===== src/rtl/pipe_stage_reg.sv =====
// Generic pipeline-stage register: valid/ready handshake, optional 2-entry skid buffer,
// flush deferred while stalled, and a saturating count of cycles the head was blocked.
module pipe_stage_reg #(
    parameter int DATA_W  = 128,
    parameter int EXC_W   = 32,
    parameter int SKID    = 1,
    parameter int CLK_NEG = 1,
    parameter int CNT_W   = 16
) (
    input  logic              clk,
    input  logic              reset_n,
    input  logic              in_valid,
    output logic              in_ready,
    input  logic [DATA_W-1:0] in_data,
    input  logic [31:0]       in_pc,
    input  logic [EXC_W-1:0]  in_exc,
    input  logic              in_delayslot,
    input  logic              stall,
    input  logic              flush,
    output logic              out_valid,
    input  logic              out_ready,
    output logic [DATA_W-1:0] out_data,
    output logic [31:0]       out_pc,
    output logic [EXC_W-1:0]  out_exc,
    output logic              out_delayslot,
    output logic              out_nop,
    output logic              flush_pending,
    output logic [CNT_W-1:0]  stall_cnt
);
    localparam bit               L_SKID    = (SKID != 32'sd0);
    localparam bit               L_NEG     = (CLK_NEG != 32'sd0);
    localparam logic [CNT_W-1:0] L_CNT_MAX = {CNT_W{1'b1}};

    typedef enum logic [1:0] {
        ST_EMPTY = 2'd0,
        ST_ONE   = 2'd1,
        ST_FULL  = 2'd2
    } state_t;

    state_t            r_state;
    state_t            w_state_nxt;
    logic              w_clk;
    logic              w_valid;
    logic              w_accept;
    logic              w_consume;
    logic              w_flush_apply;
    logic              w_load_main_in;
    logic              w_load_main_skid;
    logic              w_load_skid;
    logic              w_cnt_inc;
    logic              r_rdy;
    logic              r_flush_pending;
    logic [DATA_W-1:0] r_data;
    logic [31:0]       r_pc;
    logic [EXC_W-1:0]  r_exc;
    logic              r_ds;
    logic [DATA_W-1:0] r_sk_data;
    logic [31:0]       r_sk_pc;
    logic [EXC_W-1:0]  r_sk_exc;
    logic              r_sk_ds;
    logic [CNT_W-1:0]  r_cnt;

    generate
        if (L_NEG) begin : g_clk_neg
            assign w_clk = ~clk;
        end else begin : g_clk_pos
            assign w_clk = clk;
        end
    endgenerate

    assign w_valid       = (r_state != ST_EMPTY);
    assign w_consume     = w_valid & out_ready & ~stall;
    // Without a skid entry the head can be replaced on the edge it leaves; r_rdy acts as "out of reset".
    assign in_ready      = L_SKID ? r_rdy : (r_rdy & (~w_valid | w_consume));
    assign w_accept      = in_valid & in_ready;
    assign w_flush_apply = (flush | r_flush_pending) & ~stall;
    assign w_cnt_inc     = w_valid & ~w_consume & (r_cnt != L_CNT_MAX);

    // Next-state and datapath load selection
    always_comb begin
        w_state_nxt      = r_state;
        w_load_main_in   = 1'b0;
        w_load_main_skid = 1'b0;
        w_load_skid      = 1'b0;
        if (w_flush_apply) begin
            w_state_nxt = ST_EMPTY;
        end else begin
            case (r_state)
                ST_EMPTY: begin
                    if (w_accept) begin
                        w_state_nxt    = ST_ONE;
                        w_load_main_in = 1'b1;
                    end else begin
                        w_state_nxt = ST_EMPTY;
                    end
                end
                ST_ONE: begin
                    if (w_consume && w_accept) begin
                        w_load_main_in = 1'b1;
                    end else if (w_consume) begin
                        w_state_nxt = ST_EMPTY;
                    end else if (w_accept && L_SKID) begin
                        w_state_nxt = ST_FULL;
                        w_load_skid = 1'b1;
                    end else begin
                        w_state_nxt = ST_ONE;
                    end
                end
                ST_FULL: begin
                    if (w_consume) begin
                        w_state_nxt      = ST_ONE;
                        w_load_main_skid = 1'b1;
                    end else begin
                        w_state_nxt = ST_FULL;
                    end
                end
                default: begin
                    w_state_nxt = ST_EMPTY;
                end
            endcase
        end
    end

    // Occupancy state, registered ready and deferred-flush flag
    always_ff @(posedge w_clk or negedge reset_n) begin
        if (!reset_n) begin
            r_state         <= ST_EMPTY;
            r_rdy           <= 1'b0;
            r_flush_pending <= 1'b0;
        end else begin
            r_state         <= w_state_nxt;
            r_rdy           <= L_SKID ? (w_state_nxt != ST_FULL) : 1'b1;
            r_flush_pending <= stall & (flush | r_flush_pending);
        end
    end

    // Head and skid entry payload registers
    always_ff @(posedge w_clk or negedge reset_n) begin
        if (!reset_n) begin
            r_data    <= {DATA_W{1'b0}};
            r_pc      <= 32'h0;
            r_exc     <= {EXC_W{1'b0}};
            r_ds      <= 1'b0;
            r_sk_data <= {DATA_W{1'b0}};
            r_sk_pc   <= 32'h0;
            r_sk_exc  <= {EXC_W{1'b0}};
            r_sk_ds   <= 1'b0;
        end else if (w_flush_apply) begin
            r_data    <= {DATA_W{1'b0}};
            r_pc      <= 32'h0;
            r_exc     <= {EXC_W{1'b0}};
            r_ds      <= 1'b0;
            r_sk_data <= {DATA_W{1'b0}};
            r_sk_pc   <= 32'h0;
            r_sk_exc  <= {EXC_W{1'b0}};
            r_sk_ds   <= 1'b0;
        end else begin
            if (w_load_main_in) begin
                r_data <= in_data;
                r_pc   <= in_pc;
                r_exc  <= in_exc;
                r_ds   <= in_delayslot;
            end else if (w_load_main_skid) begin
                r_data <= r_sk_data;
                r_pc   <= r_sk_pc;
                r_exc  <= r_sk_exc;
                r_ds   <= r_sk_ds;
            end
            if (w_load_skid) begin
                r_sk_data <= in_data;
                r_sk_pc   <= in_pc;
                r_sk_exc  <= in_exc;
                r_sk_ds   <= in_delayslot;
            end
        end
    end

    // Saturating blocked-head counter; survives flush, cleared only by reset
    always_ff @(posedge w_clk or negedge reset_n) begin
        if (!reset_n) begin
            r_cnt <= {CNT_W{1'b0}};
        end else if (w_cnt_inc) begin
            r_cnt <= r_cnt + {{(CNT_W-1){1'b0}}, 1'b1};
        end
    end

    assign out_valid     = w_valid;
    assign out_nop       = ~w_valid;
    assign out_data      = r_data;
    assign out_pc        = r_pc;
    assign out_exc       = r_exc;
    assign out_delayslot = r_ds;
    assign flush_pending = r_flush_pending;
    assign stall_cnt     = r_cnt;
endmodule


===== config.mk =====
export PLATFORM = sky130hd
export DESIGN_NAME = pipe_stage_reg
export DESIGN_NICKNAME = d
export VERILOG_FILES = /design/src/rtl/pipe_stage_reg.sv
export SDC_FILE = /design/constraint.sdc
export NUM_CORES = 1
export LEC_CHECK = 0
export BUFFER_PORTS_ARGS = -buffer_cell sky130_fd_sc_hd__buf_2
export CAP_MARGIN = 20
export CORE_UTILIZATION = 37
export CTS_BUF_LIST = sky130_fd_sc_hd__clkbuf_4 sky130_fd_sc_hd__clkbuf_8
export DETAILED_ROUTE_END_ITERATION = 6
export PLACE_DENSITY = 0.63
export SKIP_CTS_REPAIR_TIMING = 1
export SLEW_MARGIN = 15
export SYNTH_ARGS = -nofsm -noshare
export SYNTH_HDL_FRONTEND = slang
export SYNTH_SLANG_ARGS = --single-unit

===== constraint.sdc =====
create_clock -name clk -period 1.8 [get_ports clk]
set_input_delay 0.27 -clock clk [delete_from_list [all_inputs] [get_ports clk]]
set_output_delay 0.27 -clock clk [all_outputs]
set_load 0.05 [all_outputs]

### After elaboration in Yosys (flattened, before gate mapping)

Index checks and enable logic that the tools add are counted.
Widths: inputs -> output; s select.

* add/subtract/negate cells: 1
* eq/ne operators: 4
* multiplexer cells: 38
* bitwise gates (word level): 11
* reduce and logical (&&, ||, !) cells: 5

Operator list (number)
* $mux 128: 5
* $mux 32: 10
* $add 16x1->16 const B: 1
* $mux 1: 16
* $ne 16x16->1 const B: 1
* $mux 2: 5
* $and 1x1->1: 7
* $pmux 2 s3: 1
* $reduce_bool 2->1: 2
* $not 1->1: 3
* $reduce_bool 3->1: 1
* $eq 2x1->1 const B: 1
* $eq 2x2->1 const B: 1
* $logic_not 2->1: 1
* $ne 2x2->1 const B: 1
* $pmux 1 s2: 1
* $logic_and 1x1->1: 1
* $or 1x1->1: 1

* bits in registers: 406
* bits of input ports: 199
* output and inout port bits: 213
* word-level logic and storage cells: 71

### Depth between registers and ports, before layout

* depth in word-level cells: 9
* gate-level depth with buffers: 8
* gate-level depth less buffers: 5

==> results.json <==
{
  "finalClockSkew_ps": 27.7,
  "status": "finished with violations",
  "max_cap_violations": 0,
  "sw_frac_of_total": 0.442,
  "pwr-share-comb": 0.575,
  "synthArstFlopShare": 1.00,
  "rows": 83,
  "area_delta_synth_final_pct": 57.0,
  "violations": "setup timing",
  "critical_path.max_fanout": 4,
  "ys_types": 39,
  "pwr-share-seq": 0.257,
  "hold_viol": 0,
  "synth_edf_count": 0,
  "netlist_area_um2": 19300,
  "yosys_warnings": 0,
  "final_core_util": 0.588,
  "cp-end-kind": "primary output",
  "initial_core_util": 0.375,
  "p_clk_frac": 0.168,
  "cts-buffers-inserted": 74,
  "intPower_uw": 32300,
  "drv_slew": 0,
  "die_w_um": 230,
  "insertion_delay_ps": 600,
  "tightest_slew_ps": 283,
  "die_y_um": 230,
  "cp.arrival_ps": 2280,
  "rsz0062_at_grt": "yes",
  "netSwitchingPower_uw": 25600,
  "hold_class": "in -> async",
  "cellLeakagePower_uw": 0.0135,
  "antenna_found_initial": 4,
  "path_clk_slew_ps": 50,
  "ys_top_cells_by_count": "nand2_1, dfrtn_1, a21oi_1, inv_1, a221oi_2",
  "cts-root-buf": "clkbuf_8",
  "grt_pass1_vias": 17133,
  "dp_slack_ps": -839,
  "cts_buffer_depth": 3,
  "synthFlopType": "dfrtn_1",
  "start_kind": "register",
  "grt_pass1_wl_mm": 92.2,
  "port_buffers": 411,
  "ant_nets": 0,
  "slew_headroom": 0.811,
  "setup_ws_ps": -746,
  "yosys-top-cells-area": "dfrtn_1, a221oi_2, nand2_1",
  "powerDensity_nw_per_um2": 1910,
  "critical_path_class": "reg -> out",
  "synth_seq_area_share": 0.528,
  "drtIter0Drc": 1117,
  "synth_nets": 2205,
  "routed_via_density": 5.30,
  "ys_ff_latch": 406,
  "avgSynthCellArea_um2": 9.60,
  "ir_worst_vdd_v": 0.00119,
  "core_um2": 51400,
  "first_pass_iters": 5,
  "grt_use_total": 0.217,
  "layout-drive-gt1-share": 0.474,
  "place_hpwl_mm": 40.8,
  "vias": 18154,
  "routabilityCongestion": 0.835,
  "grt_max_degree": 53,
  "postSynthCellCount": 2005,
  "overflow": 0,
  "required_ps": 1530,
  "drc": 0,
  "setup_violations": 613,
  "reg2reg_slack_ps": -310,
  "routed_wl_mm": 68.5,
  "synth.most_common_cell": "nand2_1",
  "nNetsFinal": 2892,
  "ios": 412,
  "post_drt_wl_per_cell_um": 20.0,
  "cts_tree": "yes",
  "synth_top_area_frac": 0.528,
  "r2r_cells": 9,
  "htreeDepth": 3,
  "yosysTopAreaCell": "dfrtn_1",
  "dieArea_um2": 52900,
  "clock_sinks": 406
}
==> power groups by stage <==
stage          clock network [uW]  registers (uW)  logic (uW)
2_1_floorplan                   0           21500       10500
3_3_place_gp                    0           14300       25000
3_5_place_dp                    0           14400       25400
4_1_cts                      9890           14300       25400
5_1_grt                     10400           15100       34800
6_report                     9710           14900       33300
==> through the flow <==
step	instances	total power [uW]	hold slack, ps	TNS, ps	cell area (um^2)
after global placement	3128	39400	493	-307610	24500
after CTS	3257	49700	210	-197500	26200
final	3427	57800	256	-202310	30200
after global routing	3426	60300	223	-222830	30200
after floorplan	2005	32000	479	-243400	20100
after detailed placement	3128	39800	504	-319620	24500
==> final timing paths <==
check                                          start                   endpoint
setup / recovery                r_state[0]$_DFF_NN0_                  out_valid
hold / removal                               reset_n      out_pc[2]$_DFFE_NN0P_
setup reg to reg                r_state[1]$_DFF_NN0_   out_data[38]$_DFFE_NN0P_
hold reg to reg            r_sk_data[93]$_DFFE_NN0P_  r_sk_data[93]$_DFFE_NN0P_
max in group asynchronous                    reset_n   stall_cnt[4]$_DFFE_NN0P_
min in group clk           r_sk_data[93]$_DFFE_NN0P_  r_sk_data[93]$_DFFE_NN0P_
==> sequential cells by signal, summed over array words and instances, names as in the netlist <==
name           count
stall_cnt         16
r_sk_ds            1
r_sk_exc          32
out_pc            32
flush_pending      1
r_sk_data        128
out_exc           32
in_ready           1
r_sk_pc           32
out_delayslot      1
out_data         128
r_state            2
==> metal layers <==
metal  wire length [um]  global-route usage
met5                 25                   0
met3               4260              0.0437
met1              28700               0.282
met2              33400               0.356
met4               2100              0.0836
==> cell type report <==
type | count | area [um^2]
antenna | 2 | 5.00
clock buffer | 121 | 1550
clock inverter | 8 | 97.6
fill | 4122 | 21200
inverter | 195 | 732
multi-input combinational | 1238 | 8780
sequential | 406 | 10200
tap | 680 | 851
timing repair buffer | 777 | 8050
==> cell usage in the layout (no fill, tap or decap), types with 8 or more instances in the layout <==
master,n
clkbuf_8,102
xnor2_1,9
a221oi_2,190
nand2_4,20
buf_16,8
clkbuf_4,19
buf_4,223
nand3_1,8
nand4_1,8
nand2_1,560
inv_1,194
buf_6,220
buf_2,196
buf_12,86
dfrtn_1,406
a21oi_2,112
buf_8,13
a21oi_4,43
clkbuf_16,31
a21oi_1,235
==> critical path, stage by stage, from the launching register on <==
cell,delay [ps]
dfrtn_1,450
nor2_4,60
inv_2,110
buf_12,150
==> logic make-up after synthesis <==
| family | share of synthesized area |
|---|---|
| simple gates | 0.128 |
| fa+ha+maj | 0.000650 |
| buf+inv | 0.0808 |
| mux | 0.00292 |
| compound gates | 0.255 |
| flops | 0.528 |
| xor+xnor | 0.00546 |
No activity file was read; power rests on OpenSTA's default activity.
